### src/rtl/timer_pkg.sv
// Shared types and BCD helpers for the MM:SS countdown timer.
// Digit layout of a count word: {min_tens, min_ones, sec_tens, sec_ones}.
package timer_pkg;

    typedef enum logic [1:0] {
        IDLE,
        RUN,
        PAUSED,
        EXPIRED
    } state_t;

    localparam logic [3:0]  BCD_MAX_ONES     = 4'd9;
    localparam logic [3:0]  BCD_MAX_SEC_TENS = 4'd5;
    localparam logic [15:0] ZERO_MMSS        = 16'h0000;

    function automatic logic [3:0] clamp_digit(
        input logic [3:0] d,
        input logic [3:0] mx
    );
        return (d > mx) ? mx : d;
    endfunction

    function automatic logic [15:0] sanitise(
        input logic [7:0] m,
        input logic [7:0] s
    );
        return {clamp_digit(m[7:4], BCD_MAX_ONES),
                clamp_digit(m[3:0], BCD_MAX_ONES),
                clamp_digit(s[7:4], BCD_MAX_SEC_TENS),
                clamp_digit(s[3:0], BCD_MAX_ONES)};
    endfunction

    // Caller guarantees v != 00:00, so min tens never underflows.
    function automatic logic [15:0] bcd_dec(input logic [15:0] v);
        logic [15:0] r;
        r = v;
        if (v[3:0] != 4'd0) begin
            r[3:0] = v[3:0] - 4'd1;
        end else begin
            r[3:0] = BCD_MAX_ONES;
            if (v[7:4] != 4'd0) begin
                r[7:4] = v[7:4] - 4'd1;
            end else begin
                r[7:4] = BCD_MAX_SEC_TENS;
                if (v[11:8] != 4'd0) begin
                    r[11:8] = v[11:8] - 4'd1;
                end else begin
                    r[11:8]  = BCD_MAX_ONES;
                    r[15:12] = v[15:12] - 4'd1;
                end
            end
        end
        return r;
    endfunction

endpackage

### src/rtl/sync_edge_det.sv
// Multi-flop synchroniser followed by a rising-edge detector.
// Suitable for any slow asynchronous level (divided clocks, buttons).
module sync_edge_det #(
    parameter int STAGES = 2
) (
    input  logic clk,
    input  logic rst_n,
    input  logic d_async,
    output logic rise_pulse
);

    logic [STAGES-1:0] sync_q;
    logic              prev_q;

    always_ff @(posedge clk or negedge rst_n) begin
        if (!rst_n) begin
            sync_q <= '0;
            prev_q <= 1'b0;
        end else begin
            sync_q <= {sync_q[STAGES-2:0], d_async};
            prev_q <= sync_q[STAGES-1];
        end
    end

    assign rise_pulse = sync_q[STAGES-1] & ~prev_q;

endmodule

### src/rtl/bcd_countdown_timer.sv
// MM:SS BCD countdown driven by rising edges of a slow divided clock.
// FSM, 4-digit BCD down-counter and reload register.
module bcd_countdown_timer
    import timer_pkg::*;
#(
    parameter int SYNC_STAGES      = 2,
    parameter bit RELOAD_ON_EXPIRE = 1'b0
) (
    input  logic       clk,
    input  logic       rst_n,
    input  logic       slow_clk_in,
    input  logic       load,
    input  logic [7:0] load_min,
    input  logic [7:0] load_sec,
    input  logic       start,
    input  logic       pause,
    output logic [7:0] min_bcd,
    output logic [7:0] sec_bcd,
    output logic       running,
    output logic       expired,
    output logic       done
);

    state_t      state;
    logic [15:0] cnt;
    logic [15:0] rel;
    logic [15:0] cnt_dec;
    logic        tick;

    sync_edge_det #(
        .STAGES(SYNC_STAGES)
    ) u_sync (
        .clk       (clk),
        .rst_n     (rst_n),
        .d_async   (slow_clk_in),
        .rise_pulse(tick)
    );

    assign cnt_dec = bcd_dec(cnt);

    // Strobes take priority over the tick; a tick sharing a strobe cycle is dropped.
    always_ff @(posedge clk or negedge rst_n) begin
        if (!rst_n) begin
            state <= IDLE;
            cnt   <= ZERO_MMSS;
            rel   <= ZERO_MMSS;
            done  <= 1'b0;
        end else begin
            done <= 1'b0;
            if (load) begin
                cnt   <= sanitise(load_min, load_sec);
                rel   <= sanitise(load_min, load_sec);
                state <= IDLE;
            end else if (pause) begin
                if (state == RUN) state <= PAUSED;
            end else if (start) begin
                if ((state == IDLE || state == PAUSED) && cnt != ZERO_MMSS)
                    state <= RUN;
            end else if (tick && state == RUN) begin
                if (cnt_dec == ZERO_MMSS) begin
                    done <= 1'b1;
                    if (RELOAD_ON_EXPIRE) begin
                        cnt <= rel;
                    end else begin
                        cnt   <= ZERO_MMSS;
                        state <= EXPIRED;
                    end
                end else begin
                    cnt <= cnt_dec;
                end
            end
        end
    end

    assign min_bcd = cnt[15:8];
    assign sec_bcd = cnt[7:0];
    assign running = (state == RUN);
    assign expired = (state == EXPIRED);

endmodule

### config.mk
export PLATFORM = sky130hd
export DESIGN_NAME = bcd_countdown_timer
export DESIGN_NICKNAME = d
export VERILOG_FILES = /design/src/rtl/timer_pkg.sv /design/src/rtl/sync_edge_det.sv /design/src/rtl/bcd_countdown_timer.sv
export SDC_FILE = /design/constraint.sdc
export NUM_CORES = 1
export LEC_CHECK = 0
export ABC_AREA = 0
export ABC_CLOCK_PERIOD_IN_PS = 3960
export CAP_MARGIN = 5
export CORE_UTILIZATION = 51
export DETAILED_ROUTE_END_ITERATION = 10
export GPL_TIMING_DRIVEN = 1
export MAX_ROUTING_LAYER = met4
export PLACE_DENSITY_LB_ADDON = 0.25
export SLEW_MARGIN = 25
export SYNTH_ARGS = -nofsm -noshare
export SYNTH_HDL_FRONTEND = slang
export SYNTH_HIERARCHICAL = 1
export SYNTH_SLANG_ARGS = --single-unit
### constraint.sdc
create_clock -name clk -period 3.96 [get_ports clk]
set_clock_uncertainty 0.05 [all_clocks]
set_input_delay 0.396 -clock clk [delete_from_list [all_inputs] [get_ports clk]]
set_output_delay 0.396 -clock clk [all_outputs]
set_load 0.02 [all_outputs]
Word-level counts from Yosys, hierarchy flattened
Index checks and enable logic that the tools add are counted. Widths: inputs -> output; s select.

$add $sub $neg: 4. Multipliers: 0. Div/mod/pow operators: 0. Magnitude comparators: 4. Eq/ne operators: 7. Shift-type cells: 0. Muxes and demuxes: 27. Bitwise gates (word level): 2. Reductions and logical operators: 14.

Operator list (number): $mux 16 (5); $mux 4 (8); $reduce_bool 4->1 (5); $logic_not 16->1 (1); $reduce_bool 16->1 (1); $sub 4x1->4 const B (4); $mux 2 (7); $gt 4x4->1 const B (3); $mux 12 (1); $mux 8 (1); $mux 1 (5); $eq 2x2->1 const B (2); $gt 4x3->1 const B (1); $ne 2x2->1 const B (2); $ne 4x2->1 const B (1); $reduce_and 4->1 (1); $ne 3x2->1 const B (1); $reduce_and 3->1 (1); $eq 2x1->1 const B (1); $logic_and 1x1->1 (2); $logic_not 2->1 (1); $reduce_bool 2->1 (1); $and 1x1->1 (1); $logic_or 1x1->1 (1); $not 1->1 (1).

Register bits: 22. Latch bits: 0. RAM bits: 0. Memory bits (read-only): 0. Bits of input ports: 22. Output and inout bits: 19. Logic and storage cells: 63. Memories: 0.

Depth between registers and ports, before layout
Gate-level depths: netlist of run 1.

Word-level depth: 10. Depth in mapped cells: 7. Depth with buffers taken out: 7.

By module
Netlist of run 1, hierarchy kept.

By module, submodules not included: bcd_countdown_timer (times used 1, cells an instance 157, area each 1355.0 µm², sequential area each 475.5 µm²); sync_edge_det (times used 1, cells an instance 4, area each 88.8 µm², sequential area each 75.1 µm²).

Least setup slack after synthesis of run 1
OpenSTA, ideal clock, no wires.

Path type: register -> register. From: register cnt[6]. To: register cnt[3]. Setup time: 0.131 ns. Data arrival time: 1.819 ns. Data required time: 3.779 ns. Setup slack: 1.960 ns. Stages on the path, launching flop included: 7. Path buffers: 1. Clock period less this slack: 2.000 ns. Cell sequence: dfrtp_1 > clkbuf_2 > nor4_4 > nand4_1 > mux2i_2 > a211oi_1 > or3_1.

Cells in the longest elaborated chain, start to end: 9. Elaborated cells between the ends (all ways): 11. Those cells by class: 1 x add/sub; 8 x mux; 2 x reduce/logical.

RTL lines: start: declaration (RTL line bcd_countdown_timer.sv:25) `logic [15:0] cnt;`; start signal: assignment (RTL line bcd_countdown_timer.sv:51) `cnt <= sanitise(load_min, load_sec);`; start signal: assignment (RTL line bcd_countdown_timer.sv:63) `cnt <= rel;`; start signal: assignment (RTL line bcd_countdown_timer.sv:69) `cnt <= cnt_dec;`; $sub 4x1->4 / $reduce_bool 4->1 (equally long branches) (RTL line timer_pkg.sv:42, timer_pkg.sv:41); $mux 4 / $mux 8 (equally long branches) (RTL line timer_pkg.sv:41) `if (v[7:4] != 4'd0) begin`; $mux 12 (*) (RTL line timer_pkg.sv:37) `if (v[3:0] != 4'd0) begin`; $logic_not 16->1 (*) (RTL line bcd_countdown_timer.sv:60) `if (cnt_dec == ZERO_MMSS) begin`; $mux 16 (*) (RTL line bcd_countdown_timer.sv:60); $mux 16 (*) (RTL line bcd_countdown_timer.sv:59) `end else if (tick && state == RUN) begin`; $mux 16 (*) (RTL line bcd_countdown_timer.sv:56) `end else if (start) begin`; $mux 16 (*) (RTL line bcd_countdown_timer.sv:54) `end else if (pause) begin`; $mux 16 (*) (RTL line bcd_countdown_timer.sv:50) `if (load) begin`.

Mark *: on every way between the ends. The rest lies on a longest branch, timed or not. The select of a mux whose other input is x is not followed. A chain may end at the register's enable or synchronous reset.

Final worst setup path of run 1
From: input load. To: register cnt[3].

Cells in the longest elaborated chain, start to end: 2. Elaborated cells between the ends (all ways): 5. Those cells by class: 2 x eq/ne; 1 x mux; 2 x reduce/logical.

RTL lines: start: declaration (RTL line bcd_countdown_timer.sv:12) `input logic load,`; $ne 2x2->1 (no line) / $reduce_bool 2->1 (equally long branches); $reduce_and 3->1 (no line).

Parallel ways exist; a longest one is shown, timed or not.

==> impl_metrics.ini, run 1 <==
[run_status]
run_status = finished with violations
violations = negative hold slack

[synth]
yosysTopAreaCellShare = 0.381
syn-num-nets = 185
yosysTopAreaCell = dfrtp_1
avgSynthCellArea_um2 = 8.97
synth_edf_count = 0
ys_ff_latch = 22
syn_area_mm2 = 0.00144
yosys_warnings = 6
synth_area_leaders = dfrtp_1 (38%), o21ai_0 (5.9%), nor2_1 (4.7%)
syn_inst = 161
ys_types = 54
synthFlopType = dfrtp_1
async_flop_share = 1.00
synth-seq-area-share = 0.381

[timing]
setup_tns_ps = 0
fin_ws_ps = 1620
layout_worst_path_cycle_share = 0.591
relSlewSlack = 0.449
fmax_ghz = 0.428
whs_ps = -30.9
min_period_ps = 2340
setup_violations = 0
finalMaxSlewViolations = 0
final-hold-violation-count = 22
rsz0062_at_grt = false
worst_pin_slew_ps = 825

[final_layout]
fin_util = 0.732
syn_to_final_growth_pct = 30.2
antennaDiodeCount = 0
finalNetCount = 225
drive_gt1_frac = 0.0850

[pwr]
p_seq_frac = 0.489
peakVddDrop_uv = 244
p_comb_frac = 0.288
power_density_mw_per_mm2 = 302
switching_share = 0.324
power.internal_uw = 383
clkPwrFrac = 0.224
total_power_uw = 567
p_switching_uw = 184
p_leak_uw = 0.000714

[setup_path]
rrSetupSlack_ps = 1800
end_kind = flop
critPathKind = input pin to flop
worstReg2RegEnd = cnt[9]
crit_arrival_ps = 2500
r2r_start = cnt[1]
crit_path_start_kind = input pin
cp_max_fo = 26
worstRegToRegCells = 5
cp.required_ps = 4120

[clocking]
post_cts_buffers = 0
cts_hold_buf = 0
cts_root_buffer = clkbuf_4
htreeDepth = 1
ctsResizeCount = 0
clock-sinks = 22
path_clk_slew_ps = 120
cts_tree = done
cts_buffer_depth = 2
insertion_delay_ps = 320
cts_buffers = 3

[die]
rows = 18
die_w_um = 55.2
die_area_mm2 = 0.00305
start_util = 0.562
fp.coreArea_mm2 = 0.00257
fp.dieH_um = 55.2
num_io_pins = 41

[global_routing]
grt_max_degree = 27
grt_pass1_vias = 1363
gr-total-overflow = 0
grtUsageTotal = 0.247
antenna_found_initial = 0
grt_first_pass_wirelength_um = 5890

[routing]
via_per_inst = 6.05
routed_wl_um = 3510
postRouteAntennaNets = 0
dr.pass1.iters = 4
drcViolationCount = 0
routedWlPerCell_um = 15.3
drt_iter0_drc = 61
vias = 1391

[run]
maxCapViolCount = 0

[placed_design]
dp_hpwl_um = 2590
gp_congestion = 0.908
place_ws_ps = 1310
portBuffers = 40

[min_path]
hold_path_class = input pin to asynchronous set/reset pin
## synthesized netlist by cell type, drive strengths merged, types with 2 or more instances
| master | instances |
|---|---|
| a21oi | 7 |
| a22oi | 2 |
| a31oi | 2 |
| and3 | 4 |
| buf | 2 |
| clkbuf | 2 |
| dfrtp | 22 |
| ha | 2 |
| inv | 7 |
| mux2i | 2 |
| nand2 | 12 |
| nand2b | 2 |
| nand3 | 8 |
| nand3b | 3 |
| nand4 | 5 |
| nor2 | 18 |
| nor2b | 2 |
| nor3 | 5 |
| nor4 | 3 |
| o21a | 4 |
| o21ai | 17 |
| o31ai | 2 |
| or4 | 2 |
| xnor2 | 3 |
| xor2 | 2 |
## routing by layer
metal | vias to the layer above | GRT usage | routed length (um) | share of wire
met1 | 643 | 0.289 | 1560 | 0.44
met2 | 63 | 0.401 | 1650 | 0.47
met4 | 0 | 0.129 | 63 | 0.018
met5 | - | - | 0 | 0
li1 | 679 | - | - | -
met3 | 6 | 0.0515 | 240 | 0.068
## through the flow
stage | area [um^2] | instances | hold slack (ps)
final | 1880 | 230 | -30.9
after global routing | 1880 | 230 | 1.52
after CTS | 1880 | 230 | 314
after detailed placement | 1850 | 226 | 285
after global placement | 1850 | 226 | 286
after floorplan | 1440 | 161 | 50.4
## power groups by stage
stage / logic [uW] / clock network (uW) / registers (uW)
after floorplan: 69.5 / 0 / 295
after global placement: 159 / 0 / 280
after detailed placement: 163 / 0 / 281
after CTS: 164 / 131 / 276
after global routing: 176 / 141 / 280
final: 163 / 127 / 277
## sequential cells by signal, indices dropped and copies added, names as in the netlist
name	count
cnt	16
done	1
state	2
u_sync/prev_q	1
u_sync/sync_q	2
## worst max-delay path, stage by stage
cell,delay (ps)
clkdlybuf4s50_1,1010
inv_1,310
a31oi_2,320
a211oi_1,120
or3_1,350
## cell type report
type                    count  area (um^2)
clock buffers               4         36.3
fillers                   203          688
inverters                   7         26.3
multi-input cells         127          833
flip-flops and latches     22          551
well taps                  30         37.5
repair buffers             40          395
## cell families (layout without fill, tap and decap cells)
kind of cell,after synthesis,count (layout),share of synthesized area
AO/OA/AOI/OAI,46,46,0.219
XOR/XNOR,5,5,0.0303
adder cells (fa/ha/maj),2,2,0.0173
buffers and inverters,12,51,0.0416
flip-flops,22,22,0.381
multiplexers,2,2,0.0165
AND/OR/NAND/NOR,72,72,0.294
## cells in the final DEF, fill, tap and decap left out, drive strengths merged, types with 4 or more instances in the layout
master	count
inv	7
clkbuf	4
a21oi	7
clkdlybuf4s50	39
and3	4
dfrtp	22
o21a	4
o21ai	17
nand3	8
nand2	12
nor3	5
nand4	5
nor2	18
## worst max path at each step
| stage | from | to | slack [ps] |
|---|---|---|---|
| after global routing | load | cnt[3] | 1530 |
| after CTS | load | cnt[3] | 1670 |
| after global placement | load | cnt[3] | 1410 |
| after detailed placement | load | cnt[3] | 1310 |
| final | load | cnt[3] | 1620 |
| after floorplan | cnt[6] | cnt[3] | 1960 |
(Power assumes the default switching activity.)
==> run 2: changes to the inputs <==
- ABC_CLOCK_PERIOD_IN_PS: 3960 -> 2100
- CORE_UTILIZATION: 51 -> 43
- clock period: 3.96 -> 2.1 ns (I/O delays scaled with it)
==> impl_metrics.ini, run 2 (synthesis gave the netlist of run 1 again) <==
[routing]
routedWlPerCell_um = 15.0
postRouteAntennaNets = 0
dr.pass1.iters = 4
vias = 1452
drt_iter0_drc = 44
routed_wl_um = 3940
drcViolationCount = 0
via_per_inst = 5.54

[setup_path]
crit_arrival_ps = 2140
cp.required_ps = 2250
critPathKind = flop to flop
crit_path_start_kind = flop
end_kind = flop
startpoint = cnt[3]
worstReg2RegEnd = cnt[3]
cp_max_fo = 6
r2r_start = cnt[3]
worstRegToRegCells = 5
rrSetupSlack_ps = 110

[final_layout]
filler_cell_count = 260
reg.largest.list = cnt (16), state (2), u_sync/sync_q (2)
drive_gt1_frac = 0.165
seq_area_um2 = 552
multi_input_area_um2 = 847
fin_cells = 262
largest_reg_flops = 16
final_common_cell = clkdlybuf4s50_1
final_cell_mix = clkdlybuf4s50_1 (40), dfrtp_1 (21), nor2_1 (18), buf_4 (18), o21ai_0 (15)
antennaDiodeCount = 0
syn_to_final_growth_pct = 42.1
regMostFlops = cnt
finalNetCount = 243
fin_util = 0.656
fin_area_mm2 = 0.00205

[placed_design]
placed_area_mm2 = 0.00199
dp.cells = 257
dp_hpwl_um = 3040
gp_congestion = 0.990
portBuffers = 40
place_ws_ps = 148

[die]
die_area_mm2 = 0.00359
num_io_pins = 41
die_w_um = 59.9
fp.coreArea_mm2 = 0.00313
rows = 20
fp.dieH_um = 59.9
start_util = 0.462

[pwr]
power_density_mw_per_mm2 = 546
p_leak_uw = 0.000801
peakVddDrop_uv = 345

[timing]
relSlewSlack = 0.696
fmax_ghz = 0.503
layout_worst_path_cycle_share = 0.946
finalMaxSlewViolations = 0
final-hold-violation-count = 0
worst_pin_slew_ps = 454
fin_ws_ps = 113
rsz0062_at_grt = true
whs_ps = 181
min_period_ps = 1990
setup_violations = 0

[clocking]
cts_tree = done
insertion_delay_ps = 310
path_clk_slew_ps = 130
cts_buffer_depth = 2
cts_root_buffer = clkbuf_4
htreeDepth = 1
clock-sinks = 22
cts_buffers = 3
cts_hold_buf = 0

[global_routing]
antenna_found_initial = 0
use_met1 = 0.318
use_met3 = 0.0433
gr-total-overflow = 0
grtUsageTotal = 0.253
grt_pass1_vias = 1389
top_usage_layer = met2
grt_use_met2 = 0.414
grt_first_pass_wirelength_um = 6530
grt_max_degree = 23

[min_path]
hold_path_class = input pin to asynchronous set/reset pin

[run_status]
run_status = complete, no violations

[run]
maxCapViolCount = 0
## run 2: cell types whose count changed in the layout (fill, tap and decap cells not counted), sizes merged
cell           before  now
buf                 1   18
clkdlybuf4s50      39   40
## run 2: critical path: stages (launching register included)
cell and delay [ps]:
dfrtp_2 470, nor4_4 410, nand4_1 220, mux2i_2 280
a211oi_1 100, or3_1 340
## run 2: worst max path at each step
stage / slack [ps] / end
6_report: 110 / cnt[3]
5_1_grt: -10 / cnt[3]
4_1_cts: 100 / cnt[10]
3_5_place_dp: 150 / cnt[3]
3_3_place_gp: 160 / cnt[3]
2_1_floorplan: 100 / cnt[3]
## run 2: report_power, final
| group | switching (uW) | internal (uW) | leakage, uW | total [uW] |
|---|---|---|---|---|
| sequential | 48.9 | 459 | 0.000260 | 508 |
| clock | 135 | 106 | 0.0000210 | 241 |
| combinational | 182 | 190 | 0.000519 | 372 |
| total | 366 | 755 | 0.000801 | 1120 |
## run 2: per-layer routing
| layer | share of wire | vias up |
|---|---|---|
| met5 | 0 | - |
| met4 | 0.011 | 0 |
| met3 | 0.053 | 7 |
| met2 | 0.48 | 46 |
| met1 | 0.46 | 689 |
| li1 | - | 710 |
## run 2: final cells by class
type,instances,share of cell area
Multi-Input combinational cell,127,0.413
Sequential cell,22,0.269
Timing Repair Buffer,58,0.261
Tap cell,44,0.0268
Clock buffer,4,0.0177
Inverter,7,0.0128
## run 2: metrics by stage
| step | setup TNS (ps) | total power [uW] |
|---|---|---|
| global route | -12.6 | 1180 |
| floorplan | 0 | 688 |
| CTS | 0 | 1110 |
| finish | 0 | 1120 |
| detailed placement | 0 | 874 |
| global placement | 0 | 865 |
## run 2: timing repair
action / 4_1_cts / 5_1_grt
resized for setup: 0 / 5
setup buffers: 0 / 1
endpoints found under the setup margin: 0 / 3
